===== src/rtl/shade_motor_ctrl.sv =====
// shade_motor_ctrl: turns a settle-filtered 4-bit shade request into timed
// up/down motor drive, dead-reckons the shade position one level per step,
// and inserts dead time before any direction reversal.
// Optional macro SHADE_LIMIT_SW_EN adds the lim_top/lim_bot end-stop inputs.
//
// state  | meaning
// IDLE   | no motion, drives off
// RUN_DN | motor_down on, stepping toward closed (position increments)
// RUN_UP | motor_up on, stepping toward open (position decrements)
// DEAD   | both drives off before running the opposite way
module shade_motor_ctrl #(
    parameter int SETTLE_CYCLES = 16,
    parameter int STEP_CYCLES   = 100,
    parameter int DEAD_CYCLES   = 8
) (
    input  logic       clk,
    input  logic       rst_n,
    input  logic [3:0] wshade,
`ifdef SHADE_LIMIT_SW_EN
    input  logic       lim_top,
    input  logic       lim_bot,
`endif
    output logic       motor_down,
    output logic       motor_up,
    output logic [3:0] shade_pos,
    output logic [3:0] tgt_level,
    output logic       busy,
    output logic       at_target
);

    localparam int SCW = (SETTLE_CYCLES > 1) ? $clog2(SETTLE_CYCLES) : 1;
    localparam int STW = (STEP_CYCLES > 1) ? $clog2(STEP_CYCLES) : 1;
    localparam int DCW = (DEAD_CYCLES > 1) ? $clog2(DEAD_CYCLES) : 1;
    localparam logic [SCW-1:0] SETTLE_LAST = SCW'(SETTLE_CYCLES - 1);
    localparam logic [STW-1:0] STEP_LAST   = STW'(STEP_CYCLES - 1);
    localparam logic [DCW-1:0] DEAD_LAST   = DCW'(DEAD_CYCLES - 1);

    typedef enum logic [1:0] {IDLE, RUN_DN, RUN_UP, DEAD} state_t;

    state_t         state_q, state_d;
    logic [3:0]     cand_q, cand_d;
    logic [SCW-1:0] scnt_q, scnt_d;
    logic [3:0]     tgt_q, tgt_d;
    logic [3:0]     pos_q, pos_d;
    logic [STW-1:0] step_cnt_q, step_cnt_d;
    logic [DCW-1:0] dead_cnt_q, dead_cnt_d;
    logic           motor_down_q, motor_down_d;
    logic           motor_up_q, motor_up_d;
    logic           busy_q, busy_d;
    logic           at_target_q, at_target_d;
    logic           lim_top_s, lim_bot_s;
    logic           want_dn, want_up;

`ifdef SHADE_LIMIT_SW_EN
    logic [1:0] top_sync_q, bot_sync_q;

    // Two-flop synchronisers for the asynchronous end-stop switches
    always_ff @(posedge clk or negedge rst_n) begin
        if (!rst_n) begin
            top_sync_q <= 2'b00;
            bot_sync_q <= 2'b00;
        end else begin
            top_sync_q <= {top_sync_q[0], lim_top};
            bot_sync_q <= {bot_sync_q[0], lim_bot};
        end
    end

    assign lim_top_s = top_sync_q[1];
    assign lim_bot_s = bot_sync_q[1];
`else
    assign lim_top_s = 1'b0;
    assign lim_bot_s = 1'b0;
`endif

    // Never start a run into an end-stop that is currently closed
    assign want_dn = (tgt_q > pos_q) && !lim_bot_s;
    assign want_up = (tgt_q < pos_q) && !lim_top_s;

    // Settle filter: a request must hold for SETTLE_CYCLES before it becomes the target
    always_comb begin
        cand_d = cand_q;
        scnt_d = scnt_q;
        tgt_d  = tgt_q;
        if (wshade != cand_q) begin
            cand_d = wshade;
            scnt_d = '0;
        end else if (cand_q != tgt_q) begin
            if (scnt_q == SETTLE_LAST) begin
                tgt_d  = cand_q;
                scnt_d = '0;
            end else begin
                scnt_d = scnt_q + SCW'(1);
            end
        end
    end

    // Mover: next state, step/dead timers, position tracking and registered outputs
    always_comb begin
        state_d    = state_q;
        pos_d      = pos_q;
        step_cnt_d = step_cnt_q;
        dead_cnt_d = dead_cnt_q;
        case (state_q)
            IDLE: begin
                step_cnt_d = '0;
                if (want_dn)      state_d = RUN_DN;
                else if (want_up) state_d = RUN_UP;
            end
            RUN_DN: begin
                if (lim_bot_s) begin
                    pos_d      = 4'd15;
                    state_d    = IDLE;
                    step_cnt_d = '0;
                end else if (tgt_q == pos_q) begin
                    state_d    = IDLE;
                    step_cnt_d = '0;
                end else if (tgt_q < pos_q) begin
                    state_d    = DEAD;
                    step_cnt_d = '0;
                    dead_cnt_d = '0;
                end else if (step_cnt_q == STEP_LAST) begin
                    step_cnt_d = '0;
                    if (pos_q != 4'd15) pos_d = pos_q + 4'd1;
                    if (pos_d == tgt_q) state_d = IDLE;
                end else begin
                    step_cnt_d = step_cnt_q + STW'(1);
                end
            end
            RUN_UP: begin
                if (lim_top_s) begin
                    pos_d      = 4'd0;
                    state_d    = IDLE;
                    step_cnt_d = '0;
                end else if (tgt_q == pos_q) begin
                    state_d    = IDLE;
                    step_cnt_d = '0;
                end else if (tgt_q > pos_q) begin
                    state_d    = DEAD;
                    step_cnt_d = '0;
                    dead_cnt_d = '0;
                end else if (step_cnt_q == STEP_LAST) begin
                    step_cnt_d = '0;
                    if (pos_q != 4'd0) pos_d = pos_q - 4'd1;
                    if (pos_d == tgt_q) state_d = IDLE;
                end else begin
                    step_cnt_d = step_cnt_q + STW'(1);
                end
            end
            DEAD: begin
                if (dead_cnt_q == DEAD_LAST) begin
                    dead_cnt_d = '0;
                    step_cnt_d = '0;
                    if (want_dn)      state_d = RUN_DN;
                    else if (want_up) state_d = RUN_UP;
                    else              state_d = IDLE;
                end else begin
                    dead_cnt_d = dead_cnt_q + DCW'(1);
                end
            end
            default: state_d = IDLE;
        endcase
        motor_down_d = (state_d == RUN_DN);
        motor_up_d   = (state_d == RUN_UP);
        busy_d       = (state_d != IDLE);
        at_target_d  = (pos_d == tgt_d);
    end

    // State and output registers; reset drops both drives immediately
    always_ff @(posedge clk or negedge rst_n) begin
        if (!rst_n) begin
            state_q      <= IDLE;
            cand_q       <= 4'd0;
            scnt_q       <= '0;
            tgt_q        <= 4'd0;
            pos_q        <= 4'd0;
            step_cnt_q   <= '0;
            dead_cnt_q   <= '0;
            motor_down_q <= 1'b0;
            motor_up_q   <= 1'b0;
            busy_q       <= 1'b0;
            at_target_q  <= 1'b1;
        end else begin
            state_q      <= state_d;
            cand_q       <= cand_d;
            scnt_q       <= scnt_d;
            tgt_q        <= tgt_d;
            pos_q        <= pos_d;
            step_cnt_q   <= step_cnt_d;
            dead_cnt_q   <= dead_cnt_d;
            motor_down_q <= motor_down_d;
            motor_up_q   <= motor_up_d;
            busy_q       <= busy_d;
            at_target_q  <= at_target_d;
        end
    end

    assign motor_down = motor_down_q;
    assign motor_up   = motor_up_q;
    assign shade_pos  = pos_q;
    assign tgt_level  = tgt_q;
    assign busy       = busy_q;
    assign at_target  = at_target_q;

endmodule


===== config.mk =====
export PLATFORM = sky130hd
export DESIGN_NAME = shade_motor_ctrl
export DESIGN_NICKNAME = d
export VERILOG_FILES = /design/src/rtl/shade_motor_ctrl.sv
export SDC_FILE = /design/constraint.sdc
export NUM_CORES = 1
export LEC_CHECK = 0
export BUFFER_PORTS_ARGS = -buffer_cell sky130_fd_sc_hd__buf_2
export CAP_MARGIN = 20
export CELL_PAD_IN_SITES_DETAIL_PLACEMENT = 0
export CELL_PAD_IN_SITES_GLOBAL_PLACEMENT = 1
export CORE_UTILIZATION = 50
export DETAILED_ROUTE_END_ITERATION = 10
export PLACE_DENSITY_LB_ADDON = 0.1
export SETUP_SLACK_MARGIN = 0.1
export SKIP_LAST_GASP = 1
export SYNTH_ARGS = -nofsm -noshare
export SYNTH_HDL_FRONTEND = slang
export SYNTH_SLANG_ARGS = --single-unit

===== constraint.sdc =====
create_clock -name clk -period 6.9 [get_ports clk]
set_input_delay 0.69 -clock clk [delete_from_list [all_inputs] [get_ports clk]]
set_output_delay 0.69 -clock clk [all_outputs]
set_load 0.01 [all_outputs]

==> After elaboration in Yosys (flattened, before gate mapping) <==
Index checks and enable logic that the tools add are counted.
{ "word_totals": {"ff_bits": 32, "in_bits": 6, "wordCells": 94} }
{ "op_classes": {"addsub": 5, "order_cmp": 2, "eq_ne": 20, "n_mux": 50, "n_reduce_logical": 6} }
{ "ops": {"columns": ["operator", "n"], "rows": [
  ["2-to-1 mux 4 bit", 22],
  ["2-to-1 mux 7 bit", 6],
  ["case mux 7 bit (4 select lines)", 1],
  ["2-to-1 mux 2 bit", 13],
  ["== test 4 bit", 4],
  ["2-to-1 mux 3 bit", 5],
  ["inequality test 2 bit (second input constant)", 5],
  ["case mux 3 bit (3 select lines)", 1],
  ["adder 4 x 1 -> 4 bit (second input constant)", 2],
  ["inequality test 4 bit", 2],
  ["case mux 2 bit (4 select lines)", 1],
  ["case mux 4 bit (2 select lines)", 1],
  ["adder 7 x 1 -> 7 bit (second input constant)", 1],
  ["== test 7 bit (second input constant)", 1],
  ["== test 2 bit (second input constant)", 3],
  ["AND reduction 5 bit", 1],
  ["== test 2 x 1 -> 1 bit (second input constant)", 2],
  ["== test 4 bit (second input constant)", 1],
  ["> comparator 4 bit", 1],
  ["< comparator 4 bit", 1],
  ["inequality test 4 bit (second input constant)", 1],
  ["nonzero test 2 bit", 2],
  ["nonzero test 4 bit", 1],
  ["subtractor 4 x 1 -> 4 bit (second input constant)", 1],
  ["4 further kinds", 4]
]} }

==> Depth between registers and ports, before layout <==
{ "depth": {"depth_word": 13, "depth_mapped": 12, "ltp_nobuf": 9} }

==> Least setup slack after synthesis <==
No wires, ideal clock.
{ "synth_timing": {"kind": "register to register", "from": "register pos_q[3], in the netlist shade_pos[3]", "to": "register at_target_q, in the netlist at_target", "setup_time_ns": 0.081, "arrival_time_ns": 2.436, "t_required_ns": 6.819, "path_slack_ns": 4.383, "stages_incl_launch_ff": 11, "n_path_buf": 1, "period_less_slack_ns": 2.517, "cell_sequence": "dfrtp_1 -> buf_2 -> inv_1 -> ha_1 -> nand4_1 -> nand3_1 -> a211oi_2 -> a21o_1 -> o21ai_0 -> or3_1 -> a211oi_2"} }
{ "synth_via": {"elab_chain_cells": 11} }
{ "synth_rtl": {"columns": ["element", "line_no", "source"], "rows": [
  ["from (decl)", "44", "logic [3:0] pos_q, pos_d;"],
  ["from (signal assigned)", "187", "pos_q <= pos_d;"],
  ["subtractor 4 x 1 -> 4 bit, or another cell as far along", "143", "if (pos_q != 4'd0) pos_d = pos_q - 4'd1;"],
  ["2-to-1 mux 4 bit (on tied branches)", "143, 123", null],
  ["2-to-1 mux 4 bit (on tied branches)", "141, 121", null],
  ["2-to-1 mux 4 bit (on tied branches)", "137, 117", null],
  ["2-to-1 mux 4 bit (on tied branches)", "134, 114", null],
  ["2-to-1 mux 4 bit", "103", "case (state_q)"],
  ["2-to-1 mux 4 bit (on tied branches)", "141, 121", null],
  ["2-to-1 mux 4 bit (on tied branches)", "137, 117", null],
  ["2-to-1 mux 4 bit (on tied branches)", "134, 114", null],
  ["case mux 4 bit (2 select lines) (*)", "103", null],
  ["== test 4 bit (*)", "165", "at_target_d = (pos_d == tgt_d);"],
  ["named net at_target_d", "50", "logic at_target_q, at_target_d;"],
  ["to (signal assigned)", "193", "at_target_q <= at_target_d;"],
  ["to (decl)", "50", null]
]} }
Mark *: on every way through the listed nets, which the timed path passes. The rest lies on a longest branch. The select of a mux whose other input is x is not followed.
A chain may end at the register's enable or synchronous reset.

==> Final worst setup path <==
Ends and elaborated chain as after synthesis.

==> impl_metrics.csv <==
group,metric,value,unit
floorplan,dieArea,4839,sq um
detailed_routing,vias,1811,
detailed_routing,wl,4712,microns
timing,hold_ws,0.4584,ns
pwr,p_sw,0.07349,mW
pwr,p_leak,1.147,nW
placed_design,dp_slack,4.081,ns
flow_run,drv_cap,0,
setup_path,cp.arrival,3.08,ns
cts,clk_path_buf_depth,2,
grt,grt_max_degree,33,
setup_path,crit_fanout,14,
floorplan,io_pins,18,
logic_synthesis,syn-cell-area,2282,sq um
setup_path,path_class,"reg -> reg",
layout,nets,285,
cts,clkSlewWorstSetupHoldPaths,0.06,ns
detailed_routing,drc_errors,0,
grt,grt_pass1_vias,1785,
cts,post_cts_buffers,0,
logic_synthesis,synth.area.top_cells,"dfrtp_1 (34%), ha_1 (7.7%), xnor2_1 (5.0%), o21ai_0 (4.4%), nand2_1 (3.9%)",
layout,multi_input_area,1370,sq um
detailed_routing,drtIter0Drc,129,
pwr,seqPwrFrac,0.569,
cts,tritoncts,"yes",
setup_path,start_kind,"flip-flop",
floorplan,num_rows,24,
layout,final_core_util,0.5594,
pwr,switching_share,0.2189,
logic_synthesis,async_flop_share,1.000,
cts,postCtsHoldBufs,0,
timing,worstMarginPinSlew,0.7046,ns
logic_synthesis,yosysWarnings,0,
timing,max_freq,347.8,MHz
pwr,pwr-share-clk,0.395,
pwr,peakVddDrop,0.1066,mV
placed_design,gp_congestion,0.8802,
min_path,hold_class,"in -> async",
grt,antenna_found_initial,0,
cts,cts_resized,0,
timing,setup-violations-final,0,
logic_synthesis,synth_edf_count,0,
logic_synthesis,yosysSeqAreaShare,0.3514,
pwr,p_int,0.2622,mW
setup_path,cp-end-kind,"flip-flop",
layout,drive_gt1_frac,0.1509,
grt,grt_usage,0.2165,
layout,n_antenna_cell,0,
pwr,cellPowerDensity,136.9,nW/um^2
timing,hold_violations,0,
cts,cts_root_buf,"clkbuf_8",
pwr,share_comb_of_total_power,0.036,
detailed_routing,detail-route-antenna-nets,0,
logic_synthesis,synth_cell_type_count,53,
layout,final_common_cell,"dfrtp_1",
timing,timing.final.crit_share,0.4166,
logic_synthesis,synth_top_area_cell,"dfrtp_1",
timing,finalClockSkew,0.003322,ns
detailed_routing,dr.pass1.iters,4,
logic_synthesis,synth_area_per_cell,9.056,sq um
timing,setup_ws,4.025,ns
layout,fill_cells,411,
placed_design,hpwlAfterDp,3521,microns
status,status,"finished, final reports clean",
layout,area.sequential,802.0,sq um
floorplan,die_h,69.56,microns
timing,rsz0062_at_grt,"no",
timing,setup-tns-final,0,ns
layout,final_cell_mix,"dfrtp_1 (31), nand2_1 (24), o21ai_0 (20), buf_2 (17), nor2_1 (15)",
logic_synthesis,synthCells,252,
cts,cts-buffers-inserted,5,
logic_synthesis,synth_top_area_share,0.3399,
detailed_routing,avgRoutedWirePerCell,14.86,microns
cts,clock-sinks,32,
cts,worst_skew_pair.late_latency,0.27,ns
logic_synthesis,synth-main-ff-cell,"dfrtp_1",
logic_synthesis,synth_seq_cells,32,
timing,final_max_slew_viol_count,0,
cts,h-tree-depth,2,
timing,slew_headroom,0.5303,
floorplan,start_util,0.5205,
grt,grt.overflow.total,0,
floorplan,coreArea,4384,sq um
placed_design,port_buffers,17,
floorplan,dieWidth,69.56,microns
layout,area_growth,7.456,%
setup_path,worst_ep_required_time,7.10,ns
logic_synthesis,syn-num-nets,272,
grt,grt_pass1_wl,8424,microns
timing,fin_crit,2.875,ns
detailed_routing,via_per_inst,5.713,
final timing paths:
path | from | to | slack (ns) | depth (start not counted)
max | shade_pos[3] | at_target | 4.03 | 9
min | rst_n | motor_down | 0.46 | 1
max reg2reg | shade_pos[3] | at_target | 4.03 | 9
min reg2reg | step_cnt_q[6] | step_cnt_q[6] | 0.47 | 1
max in group asynchronous | rst_n | tgt_level[2] | 5.99 | 1
min in group clk | step_cnt_q[6] | step_cnt_q[6] | 0.47 | 1
power groups by stage:
stage	combinational, mW	clock [mW]	sequential, mW
2_1_floorplan	0.00719	0	0.194
3_5_place_dp	0.0128	0	0.194
3_3_place_gp	0.0126	0	0.194
6_report	0.0122	0.133	0.191
5_1_grt	0.0139	0.146	0.191
4_1_cts	0.0127	0.139	0.191
per-layer routing:
metal / vias to the layer above / global-route usage / part of all wire
met5: - / 0 / 0
met4: 0 / 0.05896 / 0.0093
met3: 6 / 0.04215 / 0.033
met2: 34 / 0.3409 / 0.45
met1: 842 / 0.3040 / 0.51
li1: 929 / - / -
critical path: stages, from the launching register on:
cell	delay (ns)
dfrtp_1	0.59
inv_1	0.11
ha_1	0.36
nand4_1	0.23
nand3_1	0.21
a211oi_2	0.39
a21o_1	0.19
o21ai_0	0.14
or3_1	0.40
a211oi_2	0.18
flip-flops by register name, summed over array words and instances (netlist names):
signal / cells
motor_down: 1
at_target: 1
scnt_q: 4
state_q: 2
step_cnt_q: 7
dead_cnt_q: 3
tgt_level: 4
shade_pos: 4
motor_up: 1
cand_q: 4
busy: 1
synth_stat cells, drive strengths merged (2+ instances only):
cell type and instances:
xor2 6, buf 3, inv 14, nor4 4
nand3 12, or3b 2, and3 3, and2 3
xnor2 13, a211oi 3, nor2 15, nor3 2
ha 14, a21o 4, nand2b 6, mux2i 8
a31oi 5, o21bai 2, nor2b 4, or3 2
dfrtp 31, o21ai 22, nand4 8, nand2 24
a32oi 2, clkbuf 8, mux2 6, a21oi 9
through the flow:
step | power (mW) | area, sq um | cells
final | 0.3357 | 2452 | 317
after CTS | 0.3423 | 2452 | 317
after global routing | 0.3506 | 2452 | 317
after floorplan | 0.2013 | 2282 | 252
after detailed placement | 0.2072 | 2375 | 310
after global placement | 0.2069 | 2375 | 310
cell families (layout without fill, tap and decap cells):
kind of cell / after synthesis / in the layout / synth area share
AO/OA/AOI/OAI: 59 / 59 / 0.1716
XOR/XNOR: 19 / 19 / 0.07292
adder cells (fa/ha/maj): 14 / 14 / 0.07676
buffers and inverters: 25 / 38 / 0.04825
flip-flops: 32 / 32 / 0.3514
multiplexers: 14 / 14 / 0.06634
AND/OR/NAND/NOR: 89 / 89 / 0.2127
cell type report:
type / instances / area share
multi-input combinational: 195 / 0.5587
sequential: 32 / 0.3270
timing repair buffer: 17 / 0.03469
clock buffer: 6 / 0.02959
tap: 52 / 0.02653
inverter: 14 / 0.02143
clock inverter: 1 / 0.002041
Power figures use the tool's default switching activity.
